[config.mk]
export PLATFORM = sky130hd
export DESIGN_NAME = lsu_split
export DESIGN_NICKNAME = d
export VERILOG_FILES = /design/src/rtl/lsu_split.sv
export SDC_FILE = /design/constraint.sdc
export NUM_CORES = 1
export LEC_CHECK = 0
export CORE_MARGIN = 8
export CORE_UTILIZATION = 34
export CTS_CLUSTER_DIAMETER = 80
export CTS_CLUSTER_SIZE = 16
export DETAILED_ROUTE_END_ITERATION = 16
export GPL_TIMING_DRIVEN = 0
export HOLD_SLACK_MARGIN = 0.1
export PLACE_DENSITY_LB_ADDON = 0.1
export REMOVE_ABC_BUFFERS = 1
export SETUP_SLACK_MARGIN = 0.02
export SYNTH_ARGS = -nofsm -noshare
export SYNTH_HDL_FRONTEND = slang
export SYNTH_SLANG_ARGS = --single-unit
export TNS_END_PERCENT = 30
[constraint.sdc]
create_clock -name clk -period 4.6 [get_ports clk]
set_input_delay 0.92 -clock clk [delete_from_list [all_inputs] [get_ports clk]]
set_output_delay 0.92 -clock clk [all_outputs]
set_load 0.03 [all_outputs]
[src/rtl/lsu_split.sv]
// lsu_split: load/store unit between the EX/MEM stage and a dcache/bus port.
//
// It accepts one access at a time from the pipeline. A misaligned access is
// either split into two aligned word beats (MISALIGN_SPLIT=1) or answered
// with misaligned_error and no bus traffic (MISALIGN_SPLIT=0). Each beat
// waits at most TIMEOUT_CYCLES cycles for mem_rvalid. A timeout or mem_err
// is reported as access_fault.
//
// Ports:
//   clk, reset        clock, synchronous active-low reset
//   in_valid/in_ready pipeline handshake; in_ready=1 only while idle
//   addr, wdata       byte address and LSB-justified store data
//   mem_op            access size / signedness
//   mem_read/write    direction; exactly one must be set
//   resp_valid        one-cycle completion pulse
//   rdata             extended load data (0 for stores, faults, misaligned)
//   misaligned_error  misaligned access rejected (MISALIGN_SPLIT=0 only)
//   access_fault      bus error or response timeout
//   mem_req/mem_gnt   request handshake
//   mem_addr          word-aligned beat address
//   mem_we            write request
//   mem_byte_en       byte lanes of the beat
//   mem_wdata         lane-aligned store data
//   mem_rvalid        response strobe for loads and stores
//   mem_rdata         raw read word
//   mem_err           bus error, qualified by mem_rvalid

package lsu_split_pkg;
    typedef enum logic [2:0] {
        MEM_BYTE   = 3'd0,
        MEM_HALF   = 3'd1,
        MEM_WORD   = 3'd2,
        MEM_BYTE_U = 3'd3,
        MEM_HALF_U = 3'd4
    } mem_op_e;
endpackage

module lsu_split
    import lsu_split_pkg::*;
#(
    parameter int XLEN           = 32,
    parameter int MISALIGN_SPLIT = 1,
    parameter int TIMEOUT_CYCLES = 64
) (
    input  logic            clk,
    input  logic            reset,
    input  logic            in_valid,
    output logic            in_ready,
    input  logic [XLEN-1:0] addr,
    input  logic [XLEN-1:0] wdata,
    input  mem_op_e         mem_op,
    input  logic            mem_read,
    input  logic            mem_write,
    output logic            resp_valid,
    output logic [XLEN-1:0] rdata,
    output logic            misaligned_error,
    output logic            access_fault,
    output logic            mem_req,
    input  logic            mem_gnt,
    output logic [XLEN-1:0] mem_addr,
    output logic            mem_we,
    output logic [3:0]      mem_byte_en,
    output logic [XLEN-1:0] mem_wdata,
    input  logic            mem_rvalid,
    input  logic [XLEN-1:0] mem_rdata,
    input  logic            mem_err
);

    localparam int CNT_W = $clog2(TIMEOUT_CYCLES + 1);

    typedef enum logic [2:0] {
        IDLE  = 3'd0,
        REQ0  = 3'd1,
        WAIT0 = 3'd2,
        REQ1  = 3'd3,
        WAIT1 = 3'd4,
        DONE  = 3'd5
    } state_e;

    // Byte-lane mask of the access across two consecutive words.
    function automatic logic [7:0] lane_be(input mem_op_e op, input logic [1:0] off);
        logic [3:0] base;
        case (op)
            MEM_BYTE, MEM_BYTE_U: base = 4'b0001;
            MEM_HALF, MEM_HALF_U: base = 4'b0011;
            default:              base = 4'b1111;
        endcase
        return {4'b0000, base} << off;
    endfunction

    function automatic logic is_misaligned(input mem_op_e op, input logic [1:0] off);
        case (op)
            MEM_BYTE, MEM_BYTE_U: return 1'b0;
            MEM_HALF, MEM_HALF_U: return off[0];
            default:              return (off != 2'b00);
        endcase
    endfunction

    // Sign/zero extension of the byte-shifted load word.
    function automatic logic [XLEN-1:0] load_ext(input logic [XLEN-1:0] r, input mem_op_e op);
        logic signed [7:0]      b;
        logic signed [15:0]     h;
        logic signed [XLEN-1:0] res;
        b = signed'(r[7:0]);
        h = signed'(r[15:0]);
        case (op)
            MEM_BYTE:   res = b;
            MEM_BYTE_U: res = signed'({{(XLEN-8){1'b0}}, r[7:0]});
            MEM_HALF:   res = h;
            MEM_HALF_U: res = signed'({{(XLEN-16){1'b0}}, r[15:0]});
            default:    res = signed'(r);
        endcase
        return res;
    endfunction

    state_e             state_q;
    state_e             state_nx;
    logic [XLEN-1:0]    addr_q;
    logic [XLEN-1:0]    wdata_q;
    mem_op_e            op_q;
    logic               we_q;
    logic [XLEN-1:0]    lo_q;
    logic [XLEN-1:0]    hi_q;
    logic [CNT_W-1:0]   cnt_q;
    logic [XLEN-1:0]    rdata_q;
    logic               mis_q;
    logic               fault_q;

    logic               accept;
    logic [1:0]         off;
    logic [7:0]         be8;
    logic               split;
    logic [2*XLEN-1:0]  wd64;
    logic               beat1;
    logic               in_wait;
    logic               timeout_hit;
    logic               fin_fault;
    logic               fin_mis;
    logic [XLEN-1:0]    lo_nx;
    logic [XLEN-1:0]    hi_nx;
    logic [XLEN-1:0]    ld_word;
    logic [XLEN-1:0]    ld_val;

    assign accept      = (state_q == IDLE) && in_valid && (mem_read ^ mem_write);
    assign off         = addr_q[1:0];
    assign be8         = lane_be(op_q, off);
    assign split       = |be8[7:4];
    assign wd64        = {{XLEN{1'b0}}, wdata_q} << {off, 3'b000};
    assign beat1       = (state_q == REQ1) || (state_q == WAIT1);
    assign in_wait     = (state_q == WAIT0) || (state_q == WAIT1);
    assign timeout_hit = (cnt_q == CNT_W'(TIMEOUT_CYCLES - 1));

    // The word arriving this cycle is folded in so the result is ready on
    // the same edge that enters DONE.
    always_comb begin
        lo_nx = lo_q;
        hi_nx = hi_q;
        if (state_q == WAIT0 && mem_rvalid) lo_nx = mem_rdata;
        if (state_q == WAIT1 && mem_rvalid) hi_nx = mem_rdata;
        ld_word = XLEN'({hi_nx, lo_nx} >> {off, 3'b000});
        ld_val  = load_ext(ld_word, op_q);
    end

    always_comb begin
        state_nx  = state_q;
        fin_fault = 1'b0;
        fin_mis   = 1'b0;
        case (state_q)
            IDLE: begin
                if (accept) begin
                    if (MISALIGN_SPLIT == 0 && is_misaligned(mem_op, addr[1:0])) begin
                        state_nx = DONE;
                        fin_mis  = 1'b1;
                    end else begin
                        state_nx = REQ0;
                    end
                end
            end
            REQ0: if (mem_gnt) state_nx = WAIT0;
            REQ1: if (mem_gnt) state_nx = WAIT1;
            WAIT0, WAIT1: begin
                // A response in the final timeout cycle still counts.
                if (mem_rvalid) begin
                    if (mem_err) begin
                        state_nx  = DONE;
                        fin_fault = 1'b1;
                    end else if (state_q == WAIT0 && split) begin
                        state_nx = REQ1;
                    end else begin
                        state_nx = DONE;
                    end
                end else if (timeout_hit) begin
                    state_nx  = DONE;
                    fin_fault = 1'b1;
                end
            end
            DONE:    state_nx = IDLE;
            default: state_nx = IDLE;
        endcase
    end

    // Control and status state
    always_ff @(posedge clk) begin
        if (!reset) begin
            state_q <= IDLE;
            cnt_q   <= '0;
            rdata_q <= '0;
            mis_q   <= 1'b0;
            fault_q <= 1'b0;
        end else begin
            state_q <= state_nx;
            if (in_wait && !mem_rvalid) cnt_q <= cnt_q + CNT_W'(1);
            else                        cnt_q <= '0;
            if (state_nx == DONE) begin
                mis_q   <= fin_mis;
                fault_q <= fin_fault;
                rdata_q <= (we_q || fin_mis || fin_fault) ? '0 : ld_val;
            end
        end
    end

    // Access and response data
    always_ff @(posedge clk) begin
        if (accept) begin
            addr_q  <= addr;
            wdata_q <= wdata;
            op_q    <= mem_op;
            we_q    <= mem_write;
        end
        if (state_q == WAIT0 && mem_rvalid) lo_q <= mem_rdata;
        if (state_q == WAIT1 && mem_rvalid) hi_q <= mem_rdata;
    end

    assign in_ready         = (state_q == IDLE);
    assign resp_valid       = (state_q == DONE);
    assign rdata            = rdata_q;
    assign misaligned_error = mis_q;
    assign access_fault     = fault_q;
    assign mem_req          = (state_q == REQ0) || (state_q == REQ1);
    assign mem_we           = we_q;
    assign mem_addr         = {addr_q[XLEN-1:2], 2'b00} + (beat1 ? XLEN'(4) : XLEN'(0));
    assign mem_byte_en      = beat1 ? be8[7:4] : be8[3:0];
    assign mem_wdata        = beat1 ? wd64[2*XLEN-1:XLEN] : wd64[XLEN-1:0];

endmodule

==> metrics.yaml <==
run_status:
  status: "complete, no violations"
place:
  io_buffers: 209
  dpl.hpwl_um: 16300
  dp_slack_ns: -1.41
  place_congestion: 0.759
global_route:
  grt_pass1_wl_um: 34600
  grt_pass1_vias: 6250
  grt_max_degree: 57
  track_usage_pct: 15.2
  overflow: 0
  antenna_found_initial: 1
cts:
  root_buffer: "clkbuf_16"
  post_cts_buffers: 0
  numCtsBuffers: 17
  tritoncts: "done"
  clk_pin_slew_ns: 0.08
  cts_buffer_depth: 2
  cts_sinks: 167
  worstSkewPairLatency_ns: 0.42
  cts_hold_buf: 0
  htreeDepth: 4
synth:
  synth_cell_types: 63
  yosys-top-cells-area: "edfxtp_1 25%, dfxtp_1 24%, mux2i_1 9.4%"
  synth-seq-cells: 167
  synth_top_family_by_area: "multiplexers"
  seq_area_frac_synth_pct: 49.1
  synth_fa_ha_area_share_pct: 0.458
  synth_mux_area_share_pct: 15.2
  yosys.area_share.xor_xnor_pct: 3.84
  async_reset_ff_share_pct: 0
  synth_area_per_cell_um2: 10.6
  synth-simple-area-share_pct: 12.2
  synthesis.area_mm2: 0.00820
  netlist_instances: 776
  synth.top_cell.area_share_pct: 24.9
  synthFlopType: "dfxtp_1"
  synth_warnings: 0
  synth_compound_area_share_pct: 13.4
  synth_edf_count: 68
  yosysTopAreaCell: "edfxtp_1"
pwr:
  p_int_mw: 3.01
  p_comb_share_pct: 23.9
  pwr-share-clk_pct: 32.9
  power_density_mw_per_mm2: 380
  p_sw_share_pct: 30.0
  seqPwrFrac_pct: 43.2
  switchingPower_mw: 1.29
  p_leak_nw: 4.62
  ir_drop_v: 0.000233
timing:
  hold_viol: 0
  max_slew_margin_pct: 38.0
  grt_setup_unrepaired: "no"
  fin_crit_sh_pct: 93.5
  fin_ws_ns: 0.297
  fmax_mhz: 232
  worst_pin_slew_ns: 0.930
  finalSetupViolCount: 0
  min_period_ns: 4.30
  drv_slew: 0
  skew_ns: 0.0128
critical_path:
  cp_slowest_cell: "clkdlybuf4s50_1"
  reg2reg_to: "rdata[24]$_SDFFE_PN0N_"
  end_kind: "primary output"
  crit_family: "simple AND/OR/NAND/NOR gates"
  slowest_delay_ns: 0.68
  path_buf_inv: 2
  path_cells: "nor2b_2 -> nand2_1 -> o21a_4 -> clkinv_8 -> ha_1 -> nand4_1 -> nor2_4 -> and2_1 -> nand2_1 -> xnor2_1 -> clkdlybuf4s50_1"
  required_ns: 3.68
  criticalPathCategory: "reg2out"
  cp.depth: 11
  crit_start: "state_q[1]$_SDFF_PN0_"
  arrival_ns: 3.38
  r2r_cells: 8
  path_max_fanout: 45
  r2r_slack_ns: 1.60
  timing.rr.start: "addr_q[1]$_DFFE_PP_"
  critPathMostFrequentCell: "nand2_1"
  start_kind: "flip-flop"
  cp-endpoint: "mem_addr[17]"
final_layout:
  nets: 1076
  syn_to_final_growth_pct: 38.1
  drive_gt1_share_pct: 13.0
  layout_commonest_cell: "clkdlybuf4s50_1"
  final_cell_mix: "192 x clkdlybuf4s50_1, 97 x dfxtp_1, 77 x mux2i_1, 74 x nand2_1, 68 x edfxtp_1"
  fin_util_pct: 47.1
worst_hold_path:
  holdCritPathClass: "reg2reg"
  hp-start: "cnt_q[0]$_SDFF_PN0_"
floorplanning:
  die_w_um: 171
  rows: 57
  die-area_mm2: 0.0294
  die_h_um: 171
  ios: 213
  core_area_mm2: 0.0240
  initial_core_util_pct: 34.1
drt:
  dr_total_vias: 6255
  initialDrtViolationCount: 205
  via_per_inst: 4.80
  routed_wl_um: 22500
  first_pass_iters: 4
  drtAntennaViolNets: 0
  wl_per_cell_um: 17.2
  drc: 0
run:
  cap_violations: 0
synthesized netlist by cell type (10+ instances only):
master and instances:
o21a_1 10, o21ai_2 10, o22ai_1 17, nand2_1 74, xnor2_1 24, edfxtp_1 68, a21o_1 16, buf_2 17
a211oi_1 11, inv_1 42, dfxtp_1 99, nor2_1 40, a21oi_1 19, mux2i_1 77, xor2_1 12, mux2_2 41
a211o_1 15, o21ai_0 28, clkbuf_1 11, nor3_1 13, nand3_1 34
per-layer routing:
layer	vias up	routed length [µm]	global-route usage, %
li1	3167	-	-
met1	2946	10300	19.0
met2	126	10900	26.0
met3	16	1040	3.56
met4	0	257	4.12
met5	-	0	0
registers in the layout (all words and copies together), names as in the netlist:
register	count
op_q	3
rdata	32
state_q	3
wdata_q	32
lo_q	32
access_fault	1
addr_q	32
cnt_q	7
mem_we	1
hi_q	24
layout make-up:
type | count | area, µm²
Antenna cell | 1 | 2.50
Clock buffer | 19 | 454
Clock inverter | 13 | 131
Fill cell | 2326 | 12700
Inverter | 44 | 178
Multi-Input combinational cell | 517 | 3760
Sequential cell | 167 | 4030
Tap cell | 324 | 405
Timing Repair Buffer | 219 | 2380
through the flow:
stage	area [µm²]	instances	power, mW	hold WS (ns)	TNS [ns]
floorplan	7900	728	2.56	0.413	-6.31
global placement	10400	1261	2.91	0.432	-134.60
detailed placement	10700	1271	2.94	0.431	-46.23
CTS	11300	1303	4.37	0.446	0
global route	11300	1304	4.54	0.474	0
finish	11300	1304	4.30	0.448	0
how the worst min path moves through the flow:
stage                        endpoint  slack, ns  depth (start not counted)
3_3_place_gp      cnt_q[0]$_SDFF_PN0_       0.43                          1
6_report          cnt_q[0]$_SDFF_PN0_       0.45                          1
3_5_place_dp      cnt_q[0]$_SDFF_PN0_       0.43                          1
5_1_grt        rdata[11]$_SDFFE_PN0N_       0.47                          1
2_1_floorplan     cnt_q[0]$_SDFF_PN0_       0.41                          1
4_1_cts           cnt_q[0]$_SDFF_PN0_       0.45                          1
power groups by stage:
stage	combinational [mW]	sequential (mW)	clock, mW
after CTS	1.04	1.86	1.46
after global routing	1.13	1.89	1.52
after global placement	0.984	1.92	0
final	1.03	1.86	1.41
after detailed placement	1.04	1.90	0
after floorplan	0.656	1.90	0
cell families (layout without fill, tap and decap cells):
group	count (synthesis)	count (layout)
flip-flops	167	167
buffers and inverters	94	295
adder cells (fa/ha/maj)	3	3
other	1	4
XOR/XNOR	36	36
multiplexers	119	119
AO/OA/AOI/OAI	153	153
AND/OR/NAND/NOR	203	203
repair_timing:
item,4_1_cts,5_1_grt
gates resized for setup,18,19
pin swaps,0,0
endpoints found under the setup margin,64,20
worst reg2reg max path, stage by stage (launching register included):
cell	delay, ns
edfxtp_1	0.85
buf_16	0.26
buf_16	0.20
buf_16	0.18
o21ai_1	0.12
a211o_2	0.44
a21oi_4	0.67
nand2_1	0.16
o21ai_2	0.08
Power figures use the tool's default switching activity.
